[config.mk]
export PLATFORM = sky130hd
export DESIGN_NAME = power_avg_accumulator
export DESIGN_NICKNAME = d
export VERILOG_FILES = /design/src/rtl/power_avg_pkg.sv /design/src/rtl/cplx_mag_sq.sv /design/src/rtl/power_avg_accumulator.sv
export SDC_FILE = /design/constraint.sdc
export NUM_CORES = 2
export LEC_CHECK = 0
export BUFFER_PORTS_ARGS = -buffer_cell sky130_fd_sc_hd__buf_2
export CELL_PAD_IN_SITES_DETAIL_PLACEMENT = 0
export CELL_PAD_IN_SITES_GLOBAL_PLACEMENT = 1
export CORE_AREA = 8 8 300 302
export CTS_CLUSTER_SIZE = 20
export DETAILED_ROUTE_END_ITERATION = 8
export DIE_AREA = 0 0 308 310
export PLACE_DENSITY = 0.56
export SYNTH_ARGS = -nofsm -noshare
export SYNTH_HDL_FRONTEND = slang
export SYNTH_SLANG_ARGS = --single-unit
[constraint.sdc]
create_clock -name Clock -period 9.1 [get_ports Clock]
set_clock_uncertainty 0.05 [all_clocks]
set_input_delay 1.365 -clock Clock [delete_from_list [all_inputs] [get_ports Clock]]
set_output_delay 1.365 -clock Clock [all_outputs]
set_load 0.03 [all_outputs]
[src/rtl/power_avg_pkg.sv]
`default_nettype none
// ============================================================================
// Module      : power_avg_pkg
// Description : Width helpers and the saturate/floor-clamp function shared by
//               the mean-power and peak-power outputs.
// Revision    : 1.0 - initial release
// ============================================================================
package power_avg_pkg;

    // Smallest word ever emitted; keeps the downstream log stage away from log(0).
    localparam int OUT_MIN = 1;

    function automatic int acc_width(input int in_w, input int avg_log2);
        return 2 * in_w + avg_log2;
    endfunction

    // Alignment shift from the Q(2*(in_w-1)) power format to the output format.
    function automatic int out_shift(input int in_w, input int out_frac);
        return 2 * (in_w - 1) - out_frac;
    endfunction

    function automatic logic [63:0] sat_clamp(input logic [63:0] value, input int out_w);
        logic [63:0] max_v;
        max_v = (64'd1 << out_w) - 64'd1;
        if (value > max_v) begin
            return max_v;
        end else if (value == 64'd0) begin
            return 64'(OUT_MIN);
        end else begin
            return value;
        end
    endfunction

endpackage : power_avg_pkg
`default_nettype wire

[src/rtl/cplx_mag_sq.sv]
`default_nettype none
// ============================================================================
// Module      : cplx_mag_sq
// Description : Registered I^2 and Q^2 of a signed complex sample, plus valid.
// Revision    : 1.0 - initial release
// ============================================================================
module cplx_mag_sq
    import power_avg_pkg::*;
#(
    parameter int IN_WORD_LEN = 16
) (
    input  logic                          clk,
    input  logic                          rst,
    input  logic                          i_valid,
    input  logic signed [IN_WORD_LEN-1:0] i_i,
    input  logic signed [IN_WORD_LEN-1:0] i_q,
    output logic                          o_valid,
    output logic [2*IN_WORD_LEN-1:0]      o_i_sq,
    output logic [2*IN_WORD_LEN-1:0]      o_q_sq
);

    localparam int c_PW = 2 * IN_WORD_LEN;

    logic signed [c_PW-1:0] w_i_ext;
    logic signed [c_PW-1:0] w_q_ext;
    logic [c_PW-1:0]        w_i_sq_d, r_i_sq_q;
    logic [c_PW-1:0]        w_q_sq_d, r_q_sq_q;
    logic                   w_valid_d, r_valid_q;

    // A square is never negative and (-2^(W-1))^2 fits in 2W bits, so the low
    // half of the signed product is the exact unsigned result.
    always_comb begin
        w_i_ext   = c_PW'(i_i);
        w_q_ext   = c_PW'(i_q);
        w_i_sq_d  = r_i_sq_q;
        w_q_sq_d  = r_q_sq_q;
        w_valid_d = i_valid;
        if (i_valid) begin
            w_i_sq_d = $unsigned(w_i_ext * w_i_ext);
            w_q_sq_d = $unsigned(w_q_ext * w_q_ext);
        end
    end

    always_ff @(posedge clk) begin
        if (rst) begin
            r_i_sq_q  <= '0;
            r_q_sq_q  <= '0;
            r_valid_q <= 1'b0;
        end else begin
            r_i_sq_q  <= w_i_sq_d;
            r_q_sq_q  <= w_q_sq_d;
            r_valid_q <= w_valid_d;
        end
    end

    assign o_valid = r_valid_q;
    assign o_i_sq  = r_i_sq_q;
    assign o_q_sq  = r_q_sq_q;

endmodule : cplx_mag_sq
`default_nettype wire

[src/rtl/power_avg_accumulator.sv]
`default_nettype none
// ============================================================================
// Module      : power_avg_accumulator
// Description : Block-averaged |x|^2 of complex samples, emitted as a
//               saturated, floor-clamped unsigned Q1.OUT_FRAC_LEN word.
//               Define POWER_AVG_PEAK_EN to add the Peak_out port.
// Revision    : 1.0 - initial release
// ============================================================================
module power_avg_accumulator
    import power_avg_pkg::*;
#(
    parameter int IN_WORD_LEN  = 16,
    parameter int AVG_LOG2     = 6,
    parameter int OUT_WORD_LEN = 18,
    parameter int OUT_FRAC_LEN = 17
) (
    input  logic                          Clock,
    input  logic                          Reset,
    input  logic                          Valid_in,
    input  logic signed [IN_WORD_LEN-1:0] I_in,
    input  logic signed [IN_WORD_LEN-1:0] Q_in,
`ifdef POWER_AVG_PEAK_EN
    output logic [OUT_WORD_LEN-1:0]       Peak_out,
`endif
    output logic                          Valid_out,
    output logic [OUT_WORD_LEN-1:0]       Data_out
);

    localparam int                  c_PW       = 2 * IN_WORD_LEN;
    localparam int                  c_ACC_W    = acc_width(IN_WORD_LEN, AVG_LOG2);
    localparam int                  c_SH       = out_shift(IN_WORD_LEN, OUT_FRAC_LEN);
    localparam logic [AVG_LOG2-1:0] c_CNT_LAST = '1;

    generate
        if (c_SH < 0) begin : g_bad_shift
            $error("power_avg_accumulator: OUT_FRAC_LEN too large for IN_WORD_LEN");
        end
        if (AVG_LOG2 < 1 || AVG_LOG2 > 12) begin : g_bad_avg
            $error("power_avg_accumulator: AVG_LOG2 outside 1..12");
        end
    endgenerate

    // ---------------------------------------------------------------- S1
    logic            w_v1;
    logic [c_PW-1:0] w_i_sq;
    logic [c_PW-1:0] w_q_sq;

    cplx_mag_sq #(
        .IN_WORD_LEN (IN_WORD_LEN)
    ) u_mag_sq (
        .clk     (Clock),
        .rst     (Reset),
        .i_valid (Valid_in),
        .i_i     (I_in),
        .i_q     (Q_in),
        .o_valid (w_v1),
        .o_i_sq  (w_i_sq),
        .o_q_sq  (w_q_sq)
    );

    // ---------------------------------------------------------------- S2
    logic [c_PW-1:0]     w_psum;
    logic [AVG_LOG2-1:0] w_cnt_d, r_cnt_q;
    logic [c_ACC_W-1:0]  w_acc_d, r_acc_q;
    logic                w_done_d, r_done_q;

    // Loading on the first sample of a block avoids a separate clear cycle,
    // so consecutive blocks run without a bubble.
    always_comb begin
        w_psum   = w_i_sq + w_q_sq;
        w_cnt_d  = r_cnt_q;
        w_acc_d  = r_acc_q;
        w_done_d = 1'b0;
        if (w_v1) begin
            w_cnt_d  = r_cnt_q + 1'b1;
            w_done_d = (r_cnt_q == c_CNT_LAST);
            if (r_cnt_q == '0) begin
                w_acc_d = c_ACC_W'(w_psum);
            end else begin
                w_acc_d = r_acc_q + c_ACC_W'(w_psum);
            end
        end
    end

    always_ff @(posedge Clock) begin
        if (Reset) begin
            r_cnt_q  <= '0;
            r_acc_q  <= '0;
            r_done_q <= 1'b0;
        end else begin
            r_cnt_q  <= w_cnt_d;
            r_acc_q  <= w_acc_d;
            r_done_q <= w_done_d;
        end
    end

    // ---------------------------------------------------------------- S3
    logic [c_ACC_W-1:0]      w_scaled;
    logic [OUT_WORD_LEN-1:0] w_data_d, r_data_q;
    logic                    w_valid_d, r_valid_q;

    always_comb begin
        w_scaled  = (r_acc_q >> AVG_LOG2) >> c_SH;
        w_data_d  = r_data_q;
        w_valid_d = r_done_q;
        if (r_done_q) begin
            w_data_d = OUT_WORD_LEN'(sat_clamp(64'(w_scaled), OUT_WORD_LEN));
        end
    end

    always_ff @(posedge Clock) begin
        if (Reset) begin
            r_data_q  <= '0;
            r_valid_q <= 1'b0;
        end else begin
            r_data_q  <= w_data_d;
            r_valid_q <= w_valid_d;
        end
    end

    assign Valid_out = r_valid_q;
    assign Data_out  = r_data_q;

`ifdef POWER_AVG_PEAK_EN
    logic [c_PW-1:0]         w_peak_d, r_peak_q;
    logic [c_PW-1:0]         w_peak_scaled;
    logic [OUT_WORD_LEN-1:0] w_peak_out_d, r_peak_out_q;

    // Peak lives in the same pipeline slot as the accumulator, so it is
    // final on the same edge that raises done.
    always_comb begin
        w_peak_d      = r_peak_q;
        w_peak_scaled = r_peak_q >> c_SH;
        w_peak_out_d  = r_peak_out_q;
        if (w_v1 && ((r_cnt_q == '0) || (w_psum > r_peak_q))) begin
            w_peak_d = w_psum;
        end
        if (r_done_q) begin
            w_peak_out_d = OUT_WORD_LEN'(sat_clamp(64'(w_peak_scaled), OUT_WORD_LEN));
        end
    end

    always_ff @(posedge Clock) begin
        if (Reset) begin
            r_peak_q     <= '0;
            r_peak_out_q <= '0;
        end else begin
            r_peak_q     <= w_peak_d;
            r_peak_out_q <= w_peak_out_d;
        end
    end

    assign Peak_out = r_peak_out_q;
`endif

endmodule : power_avg_accumulator
`default_nettype wire

==> run metrics <==
fin. max-slew vios=0; root buffer cell=clkbuf_16; row count=108; Syn Nets=3602; Yosys top cell area share=0.374; number of synthesized flops with an enable pin=0; Final #Nets=~3600; FMAX=133 MHz; GRT Total Usage=0.134; Vias/cell=between 4 and 5; largest net degree at the start of global routing=83; DR vias=18400; synthesis-to-finish area growth=7.80%; Worst Setup SP=I_in[2]; setup tns final=0 ns; WL/cell=15.4 um; placed cells=~4000; RSZ-0062 raised after global routing=false; initial antenna violation count=0; depth of the most critical reg-to-reg path=16; 1st-iter DRT viols=722; gp weighted congestion=0.822; setup repair bufs after CTS=0; Die Area=~95000 sq um; first-pass GRT wire length=103000 um; post-synthesis cell type count=72; Hold Crit Class=reg -> reg; sequential share of the synthesized area=0.101; commonest non-fill, non-tap cell in the layout=inv_1; CTS Hold Bufs=0; CTS tree=done; Port Buffers=53; layout cell share with drive strength beyond 1=0.0409; CP Launch Type=primary input; top_reg_cell synth=dfxtp_1; H-tree Lvls=4; vias in the first global route=20100; final cell count without fillers=4013; deepest clock path buffer count=2; Worst-Skew Late Latency=0.44 ns; Avg Cell Area, Syn=8.84 sq um; async set or reset register ratio after synthesis=0; TritonRoute pass-1 iters=7; Yosys warning count=0; synth top area cells=fa_1 37%, ha_1 12%, dfxtp_1 10%; CP required=9.36 ns; Initial Util=0.295; Crit Path Class=in -> reg; hold path startpoint=u_mag_sq.o_i_sq[2]; Fin. Hold Viols=0; CP max FO=17; DRT Wirelength=61700 um; Worst R2R Setup Slack=4.12 ns; Layout fillers=9193; maximum capacitance violations=0; post-route ant nets=0; RR Startpoint=u_mag_sq.o_q_sq[10]; die height=about 310 um; register bit total from synthesis=between 100 and 150; status=completed; n_diodes=0; crit path DAT=7.75 ns; worst-margin pin slew=0.949 ns; final setup fails=0; FF-to-FF End=r_acc_q[33]; fin crit share=0.824; CTS resizes=0; Critical Path End Type=flop; Worst Hold Depth=2; DR DRC count=0; hpwl dp=52100 um; CTS Sinks=127; Hold Path Sink=u_mag_sq.o_i_sq[2]; cts bufs inserted=17; clock period minus worst slack=between 7 and 8 ns; post-synth top area cell=fa_1; CTS clk-pin slew, worst paths=0.06 ns; max_slew headroom=0.367; I/O pin count=54; total gr overflow=0; die width=308 um; commonest non-fill, non-tap cells in the layout=667 x inv_1, 471 x fa_1, 239 x ha_1; core footprint=~86000 sq um; Mapped Cells=2857; Post-Syn Area=25200 sq um
-- worst max path at each step --
stage / slack [ns] / cells after the start / to
3_3_place_gp: 1.28 / 24 / u_mag_sq.o_q_sq[30]
5_1_grt: 1.20 / 24 / u_mag_sq.o_q_sq[31]
2_1_floorplan: 1.76 / 24 / u_mag_sq.o_q_sq[30]
3_5_place_dp: 1.16 / 19 / u_mag_sq.o_i_sq[31]
6_report: 1.60 / 19 / u_mag_sq.o_i_sq[31]
4_1_cts: 1.60 / 19 / u_mag_sq.o_i_sq[31]
-- logic make-up (layout without fill, tap and decap cells) --
logic type | after synthesis | count (layout) | synth area share
compound gates | 397 | 397 | 0.106
xor+xnor | 134 | 134 | 0.0465
fa+ha+maj | 710 | 710 | 0.492
buf+inv | 757 | 758 | 0.113
flops | 127 | 127 | 0.101
mux | 38 | 38 | 0.0151
simple gates | 694 | 694 | 0.127
-- worst max-delay path, stage by stage --
cell	delay, ns
buf_2	0.32
inv_1	0.20
nor2_1	0.25
fa_1	0.61
fa_1	0.90
fa_1	0.53
fa_1	0.51
fa_1	0.49
inv_1	0.05
fa_1	0.47
inv_1	0.04
ha_1	0.38
nand3_1	0.13
nor4b_1	0.58
a221oi_4	0.14
o31ai_1	0.39
a31oi_1	0.15
xnor2_1	0.18
o21ai_1	0.07
-- cell usage after synthesis (19+ instances only) --
cell      count
a31oi_1      19
and3_1       25
xnor2_1      97
inv_1       667
fa_1        471
mux2i_1      37
nand2_1     237
a21oi_1     106
o21a_1       21
xor2_1       37
and2_1       93
dfxtp_1     127
clkbuf_1     82
ha_1        239
nor3_1       38
nor2_1      198
a211oi_1     19
o22ai_1      24
o21ai_0      31
a21o_1       35
o21ai_1      29
nand3_1      25
-- state kept, by name, indices dropped and copies added, names as in the netlist --
| signal | cells |
|---|---|
| u_mag_sq.o_i_sq | 31 |
| Data_out | 18 |
| r_acc_q | 38 |
| r_cnt_q | 6 |
| r_done_q | 1 |
| Valid_out | 1 |
| u_mag_sq.o_valid | 1 |
| u_mag_sq.o_q_sq | 31 |
-- through the flow --
stage          instance area, sq um  worst slack, ns  hold slack, ns  utilization
2_1_floorplan                 25200             1.76           0.388            -
3_3_place_gp                  26700             1.28           0.408        0.311
3_5_place_dp                  26700             1.16           0.419        0.311
4_1_cts                       27200             1.60           0.428        0.318
5_1_grt                       27200             1.20           0.456        0.318
6_report                      27200             1.60           0.425        0.318
-- layout make-up --
type                       instances  area (sq um)  area share
tap                             1155          1450      0.0531
sequential                       127          2540      0.0935
clock buffer                      18           439      0.0161
clock inverter                    13           104     0.00382
inverter                         668          2510      0.0922
timing repair buffer              59           313      0.0115
multi-input combinational       1973         19900       0.730
-- metal layers --
metal  GRT usage  share of wire
met1       0.176           0.46
met2       0.241           0.51
met3      0.0137          0.024
met4      0.0210          0.012
met5           0              0
Power is left out: the tool's default activity adds up to more than one toggle a clock period on the data nets, which glitch-free logic cannot reach.
